===== src/rtl/hazard_ctrl_unit.sv =====
// Hazard, forwarding and flush control for a 5-stage pipeline: stall/flush are same-cycle,
// forwarding selects are registered so they line up with the instruction entering EX.
module hazard_ctrl_unit #(
   parameter int REG_AW       = 5,
   parameter int DEPTH        = 3,
   parameter int LOAD_STAGE   = 1,
   parameter int WB_BYPASS    = 0,
   parameter int FLUSH_CYCLES = 1,
   parameter int CNT_W        = 16,
   parameter int FW           = $clog2(DEPTH)
) (
   input  logic              clk,
   input  logic              reset,
   input  logic              id_valid,
   input  logic [REG_AW-1:0] id_rs1_ad,
   input  logic [REG_AW-1:0] id_rs2_ad,
   input  logic              id_rs1_read,
   input  logic              id_rs2_read,
   input  logic [REG_AW-1:0] id_rd_ad,
   input  logic              id_rdEn,
   input  logic              id_is_load,
   input  logic              ex_branch_taken,
   output logic              stall,
   output logic              flush,
   output logic [FW-1:0]     fwd_a,
   output logic [FW-1:0]     fwd_b,
   output logic [CNT_W-1:0]  stall_cnt,
   output logic [CNT_W-1:0]  flush_cnt
);

   logic [DEPTH-1:0]  r_vld;
   logic [DEPTH-1:0]  r_wr;
   logic [DEPTH-1:0]  r_ld;
   logic [REG_AW-1:0] r_rd [DEPTH];
   logic [2:0]        r_timer;
   logic [FW-1:0]     r_fwd_a;
   logic [FW-1:0]     r_fwd_b;
   logic [CNT_W-1:0]  r_stall_cnt;
   logic [CNT_W-1:0]  r_flush_cnt;

   logic              w_stl_a;
   logic              w_stl_b;
   logic [FW-1:0]     w_sel_a;
   logic [FW-1:0]     w_sel_b;
   logic              w_flush;
   logic              w_stall;
   logic              w_enter;

   // Scan oldest to youngest so the youngest matching stage is the last one written.
   always_comb begin
      w_stl_a = 1'b0;
      w_stl_b = 1'b0;
      w_sel_a = '0;
      w_sel_b = '0;
      for (int i = DEPTH - 1; i >= 0; i--) begin
         if (r_vld[i] && r_wr[i] && id_rs1_read && id_rs1_ad != '0 && r_rd[i] == id_rs1_ad) begin
            w_stl_a = (r_ld[i] && i < LOAD_STAGE) || (i == DEPTH - 1 && WB_BYPASS == 0);
            w_sel_a = (i < DEPTH - 1) ? FW'(i + 1) : '0;
         end
         if (r_vld[i] && r_wr[i] && id_rs2_read && id_rs2_ad != '0 && r_rd[i] == id_rs2_ad) begin
            w_stl_b = (r_ld[i] && i < LOAD_STAGE) || (i == DEPTH - 1 && WB_BYPASS == 0);
            w_sel_b = (i < DEPTH - 1) ? FW'(i + 1) : '0;
         end
      end
   end

   assign w_flush = ex_branch_taken || (r_timer != 3'd0);
   assign w_stall = id_valid && (w_stl_a || w_stl_b) && !w_flush;
   assign w_enter = id_valid && !w_stall && !w_flush;

   always_ff @(posedge clk) begin
      if (!reset) begin
         r_vld       <= '0;
         r_wr        <= '0;
         r_ld        <= '0;
         for (int i = 0; i < DEPTH; i++) r_rd[i] <= '0;
         r_timer     <= 3'd0;
         r_fwd_a     <= '0;
         r_fwd_b     <= '0;
         r_stall_cnt <= '0;
         r_flush_cnt <= '0;
      end else begin
         r_vld <= {r_vld[DEPTH-2:0], w_enter};
         r_wr  <= {r_wr[DEPTH-2:0], w_enter && id_rdEn && id_rd_ad != '0};
         r_ld  <= {r_ld[DEPTH-2:0], w_enter && id_is_load};
         for (int i = DEPTH - 1; i > 0; i--) r_rd[i] <= r_rd[i-1];
         r_rd[0] <= w_enter ? id_rd_ad : '0;

         // A new taken branch restarts the stretch even if one is already running.
         if (ex_branch_taken)
            r_timer <= 3'(FLUSH_CYCLES - 1);
         else if (r_timer != 3'd0)
            r_timer <= r_timer - 3'd1;

         r_fwd_a <= w_enter ? w_sel_a : '0;
         r_fwd_b <= w_enter ? w_sel_b : '0;

         if (w_stall && r_stall_cnt != '1)
            r_stall_cnt <= r_stall_cnt + CNT_W'(1);
         if (w_flush && r_flush_cnt != '1)
            r_flush_cnt <= r_flush_cnt + CNT_W'(1);
      end
   end

   assign stall     = w_stall;
   assign flush     = w_flush;
   assign fwd_a     = r_fwd_a;
   assign fwd_b     = r_fwd_b;
   assign stall_cnt = r_stall_cnt;
   assign flush_cnt = r_flush_cnt;

endmodule


===== config.mk =====
export PLATFORM = sky130hd
export DESIGN_NAME = hazard_ctrl_unit
export DESIGN_NICKNAME = d
export VERILOG_FILES = /design/src/rtl/hazard_ctrl_unit.sv
export SDC_FILE = /design/constraint.sdc
export NUM_CORES = 1
export LEC_CHECK = 0
export ABC_AREA = 1
export CAP_MARGIN = 40
export CORE_ASPECT_RATIO = 0.6
export CORE_MARGIN = 1
export CORE_UTILIZATION = 47
export CTS_CLUSTER_SIZE = 8
export DETAILED_ROUTE_END_ITERATION = 10
export PLACE_DENSITY = 0.76
export SLEW_MARGIN = 40
export SYNTH_ARGS = -nofsm -noshare
export SYNTH_HDL_FRONTEND = slang
export SYNTH_SLANG_ARGS = --single-unit

===== constraint.sdc =====
create_clock -name clk -period 1.8 [get_ports clk]
set_clock_uncertainty 0.05 [all_clocks]
set_input_delay 0.27 -clock clk [delete_from_list [all_inputs] [get_ports clk]]
set_output_delay 0.27 -clock clk [all_outputs]
set_load 0.01 [all_outputs]

==> results of run 1 <==
[through the flow]
stage | util, % | area (um2) | hold slack (ps) | power (mW)
after floorplan | - | 3320 | 332 | 1.58
after global placement | 62.2 | 4210 | 361 | 1.74
after detailed placement | 62.2 | 4210 | 367 | 1.75
after CTS | 69.5 | 4700 | 372 | 3.64
after global routing | 73.4 | 4970 | 407 | 3.81
final | 73.4 | 4970 | 388 | 3.70
[sequential cells by signal, summed over array words and instances (netlist names), 2 cells and up]
signal     flops
r_vld          3
r_timer        3
fwd_a          2
r_wr           3
fwd_b          2
r_rd          15
flush_cnt     16
stall_cnt     16
[cells by family after synthesis]
family	synth area share [%]
flops	36.8
compound gates	6.07
simple gates	38.5
fa+ha+maj	1.51
buf+inv	14.0
xor+xnor	3.17
[routing by layer]
layer  GRT usage (%)  part of all wire [%]
met1            32.9                    44
met2            40.0                    46
met3            7.01                   7.9
met4            8.67                   2.3
met5               0                     0
[cell type report]
type	instances	area share, %
timing repair buffer	104	18.8
clock buffer	12	5.17
sequential	61	25.3
tap	87	2.19
clock inverter	4	1.41
inverter	106	8.09
multi-input combinational	346	39.1
[where the power goes]
part           internal [mW]  switching [mW]
clock                   1.28           0.610
combinational          0.188           0.219
sequential              1.38          0.0244
[worst min-delay path: cells and delay by family (launching register included)]
family	cells	cell delay, ps
flip-flops	1	320
buffers and inverters	1	30
AND/OR/NAND/NOR	1	50
[worst paths after layout]
check / from / slack (ps) / endpoint
max: r_rd[0][4] / -200 / stall
min: r_wr[0] / 390 / r_wr[1]
max reg2reg: r_rd[0][8] / -130 / r_rd[0][3]
min reg2reg: r_wr[0] / 390 / r_wr[1]
[repair_timing]
item | 4_1_cts | 5_1_grt
cloned | 0 | 0
hold buffers | 0 | 0
endpoints found under the hold margin | 0 | 0
buffers inserted | 10 | 5
resized for setup | 71 | 75
endpoints found under the setup margin | 38 | 43
pin swaps | 18 | 22
[layout by cell type, fill, tap and decap left out, types with 4 or more instances in the layout]
cell             instances
dfxtp_1                 39
nand3_1                 14
nand4_1                 15
inv_1                   86
o21bai_1                 9
nor3_1                   8
buf_4                   41
clkdlybuf4s50_1         46
a21oi_1                 12
o21ai_0                  6
buf_6                    4
dfxtp_2                 19
nand2_2                 16
xnor2_1                  9
nand3_2                  8
nor2_1                  57
nor2_2                  12
inv_2                   18
clkbuf_16                9
dlygate4sd2_1            9
nor2_4                  10
nand2_1                138
==> key figures, run 1 <==
Run status
  • Outcome: finished, violations left
  • Failing checks: setup timing

Synthesis
  • Seq cells post-synth: 61
  • Syn nets: 548
  • Largest area contributor in the netlist: dfxtp_1
  • Synth area leaders: dfxtp_1 37%, nand2_1 17%, inv_1 11%
  • Syn Area/Cell: 6.37 um2
  • Number of flops mapped to enable cells by yosys: 0
  • Most common library cells after synthesis: 153 x nand2_1, 99 x inv_1, 75 x nor2_1
  • Ys Warns: 0
  • Syn Inst Count: ~520
  • Ys async rst share: 0%
  • Yosys cell types: 35
  • Register area share after synthesis: ~37%
  • Most frequent cell after synthesis: nand2_1
  • Mapped Area: ~3300 um2
  • Top FF cell, synth: dfxtp_1
  • Proportion of netlist area held by the largest area contributor: around 37%

Setup path
  • CP startpoint kind: flip-flop
  • Stages on the worst setup path: 11
  • Critical path's top delay family: simple AND/OR/NAND/NOR gates
  • Critical path class: reg2out
  • Crit-path cells: buf_6 > nand2_1 > nand3_1 > nor2_1 > nand2_2 > nand2_1 > nand2_1 > nand3_2 > nand2_2 > inv_2 > buf_6
  • Worst EP arrival: between 1500 and 2000 ps
  • Worst path buffer plus inverter count: 3
  • Critical path required time: between 1000 and 1500 ps
  • Setup crit end kind: output pin
  • Slowest stage delay, CP: between 300 and 400 ps
  • Critical path fanouts, max: 3
  • Worst path most repeated cell: nand2_1
  • Worst r2r path cells: 11
  • CP max stage cell: dfxtp_4

Clock tree
  • Clk Latency, worst-skew pair: approximately 330 ps
  • TritonCTS clock tree: built
  • Clock H-tree levels: 3
  • Clock Pin Slew Worst Setup and Hold Paths: about 50 ps
  • Num CTS Buffers: 9
  • Root Buffer: clkbuf_16
  • Count of clock tree sinks: roughly 60
  • Clock Tree Buf Depth: 2

Place
  • Dpl hpwl: between 6000 and 7000 um
  • Placed Cells: 691
  • I/O Buffers: 60
  • Routability congestion estimate: around 0.94
  • Pre-CTS setup slack: -816 ps

Detailed routing
  • DR WL/cell: between 10 and 15 um
  • Final antenna-violating net count: 0
  • DRC violation count after routing: 0
  • Routed vias/inst: 5.08
  • DR pass1 iterations: 6
  • Routed WL: a little under 10,000 um
  • Number of DRC markers in iteration 0: ~340
  • Via count: around 3,700

Cells and area
  • Fraction of layout cells with a size suffix above 1: roughly 27%
  • Final Non-Filler Cells: 720
  • FILL cells: between 500 and 600
  • Multi-input logic area: 1940 um2
  • Number of diodes: 0
  • Syn-to-layout area delta: 49.5%
  • Fin nets: approximately 660
  • Register area: about 1300 um2

GRT
  • Vias in the first global route: 3,125
  • First-pass GRT wire length: 14,500 um
  • Largest net degree at the start of global routing: 21
  • GRT overflow: 0
  • Initial antenna violation count: 0
  • GRT Total Usage: 25.1%

Run
  • Max Cap Violations: 0

STA
  • RSZ-0062 raised after global routing: yes
  • Fmax: approximately 0.5 GHz
  • Pins Over Slew Limit: 0
  • Setup_tns: -1040 ps
  • Tcrit/Tclk final: 111%
  • Setup WS post-layout: -204 ps
  • Clock period minus worst slack: between 2000 and 2500 ps
  • Worst-Margin Slew: ~470 ps
  • Final hold vios: 0
  • Setup violators final: 17
  • Rel. slew slack: between 60% and 70%

Hold path
  • Hold Path Stages: 2
  • Hold crit path type: reg2reg

Floorplanning
  • I/O pins: between 60 and 70
  • Chip Height: between 60 and 70 um
  • Initial Utilization: between 40% and 50%
  • Die W: 111 um
  • Std-Cell Rows: 23
  • Core Region: just under 7000 um2
  • Die area: ~7400 um2

Pwr
  • Peak supply drop: between 0.0006 and 0.0007 V
  • Leak: 2.23 nW
  • Pwr Density: roughly 740 nW/um2
No activity file was read; power rests on OpenSTA's default activity.
==> inputs of run 2 (changes only) <==
Settings changed: PLACE_DENSITY 0.76 to 0.88.
==> key figures, run 2 (synthesis gave the netlist of run 1 again) <==
Detailed routing
  • Routed vias/inst: 5.01
  • Via count: 3,646
  • Final antenna-violating net count: 0
  • DR pass1 iterations: 5
  • DRC violation count after routing: 0
  • DR WL/cell: between 10 and 15 um
  • Number of DRC markers in iteration 0: around 320
  • Routed WL: approximately 9600 um

Place
  • Routability congestion estimate: ~1
  • Dpl hpwl: 6690 um
  • I/O Buffers: 60
  • Placed Cells: between 600 and 700

Pwr
  • Pwr Density: around 690 nW/um2
  • Clock share of power: ~47%
  • Sequential Power Share: 40.8%
  • Internal: ~2.6 mW
  • Peak supply drop: 0.000645 V
  • Leak: 2.24 nW
  • Switching Share: approximately a quarter
  • Net Sw Power: 0.803 mW
  • Combinational power share: about an eighth

Floorplanning
  • Initial Utilization: about 49%
  • Std-Cell Rows: 23
  • Core Region: a little under 7000 um2
  • Die area: 7420 um2
  • I/O pins: between 60 and 70
  • Die W: about 110 um
  • Chip Height: approximately 67 um

Setup path
  • Critical path required time: around 1500 ps
  • Worst r2r path cells: 12
  • Critical path class: reg2out
  • Worst EP arrival: 1610 ps
  • Setup crit end kind: output pin
  • CP startpoint kind: flip-flop
  • Critical path fanouts, max: 3

STA
  • Setup WS post-layout: -130 ps
  • Hold slack final: ~380 ps
  • Rel. slew slack: about 66%
  • Clock period minus worst slack: around 1900 ps
  • Setup violators final: 10
  • Worst-Margin Slew: approximately 500 ps
  • RSZ-0062 raised after global routing: yes
  • Fmax: between 0.5 and 0.6 GHz
  • Tcrit/Tclk final: 107%
  • Final hold vios: 0
  • Pins Over Slew Limit: 0

Run status
  • Failing checks: setup timing
  • Outcome: finished, violations left

GRT
  • GRT overflow: 0
  • Initial antenna violation count: 0
  • Largest net degree at the start of global routing: 21
  • Vias in the first global route: 3,211
  • First-pass GRT wire length: roughly 14,000 um
  • GRT Total Usage: around 25%

Clock tree
  • Clk Latency, worst-skew pair: 330 ps
  • Root Buffer: clkbuf_16
  • Num CTS Buffers: 9
  • Clock H-tree levels: 3
  • Cts hold-fix bufs: 0
  • Clock Tree Buf Depth: 2
  • Clock Pin Slew Worst Setup and Hold Paths: ~50 ps
  • Count of clock tree sinks: around 60
  • TritonCTS clock tree: built

Hold path
  • Hold crit path type: reg2reg
  • Hold Path Stages: 2

Run
  • Max Cap Violations: 0

Cells and area
  • Syn-to-layout area delta: 48.3%
  • Commonest non-fill, non-tap cell in the layout: nand2_1
  • Fraction of layout cells with a size suffix above 1: approximately 27%
  • Most frequent cells in the layout: 143 x nand2_1, 81 x inv_1, 62 x nor2_1, 49 x buf_4, 46 x clkdlybuf4s50_1
  • Fin nets: approximately 660
  • Number of diodes: 0
  • Final Non-Filler Cells: 728
[run 2: through the flow]
| step | utilization, % | area [um2] | power, mW | setup TNS, ps | setup WS [ps] |
|---|---|---|---|---|---|
| finish | 72.8 | 4920 | 3.42 | -337 | -130 |
| global route | 72.8 | 4920 | 3.56 | -1940 | -209 |
| CTS | 69.2 | 4680 | 3.40 | -240 | -136 |
| detailed placement | 62.2 | 4210 | 1.75 | -16290 | -849 |
| global placement | 62.2 | 4210 | 1.74 | -15350 | -827 |
| floorplan | - | 3320 | 1.58 | 0 | 34.6 |
[run 2: power groups by stage]
stage	sequential, mW	clock [mW]	combinational (mW)
after floorplan	1.42	0	0.164
after global placement	1.42	0	0.319
after detailed placement	1.42	0	0.327
after CTS	1.39	1.62	0.381
after global routing	1.40	1.70	0.460
final	1.39	1.60	0.424
[run 2: final timing paths]
check / startpoint / end / slack, ps
max: r_rd[0][11] / stall / -130
min: r_vld[1] / r_vld[2] / 380
max reg2reg: r_rd[0][11] / stall_cnt[7] / -60
min reg2reg: r_vld[1] / r_vld[2] / 380
[run 2: cell type report]
cell class	count	area (um2)
Fill cell	493	1840
Clock buffer	14	274
Tap cell	87	109
Multi-Input combinational cell	346	1870
Clock inverter	1	5.00
Sequential cell	61	1250
Timing Repair Buffer	113	1010
Inverter	106	400
[run 2: critical path, cell delays in order (launching register included)]
cell and delay (ps):
dfxtp_4 360, inv_2 40, nand2_2 70, nand2_2 70
nor2_4 110, nand2_1 70, nor2_2 130, nand3_2 90
nand3_2 110, nand2_2 60, inv_2 70, buf_6 100
[run 2: timing repair]
action                                  4_1_cts  5_1_grt
hold endpoints to repair                      0        0
endpoints found under the setup margin       37       46
pin swaps                                    13       28
resized for setup                            60       68
buffers inserted                             15        9
[run 2: metal layers]
layer / up-vias / share of wire, % / global-route usage, %
li1: 1816 / - / -
met1: 1654 / 44 / 31.0
met2: 156 / 46 / 39.8
met3: 20 / 8.2 / 9.01
met4: 0 / 1.9 / 12.7
met5: - / 0 / 0
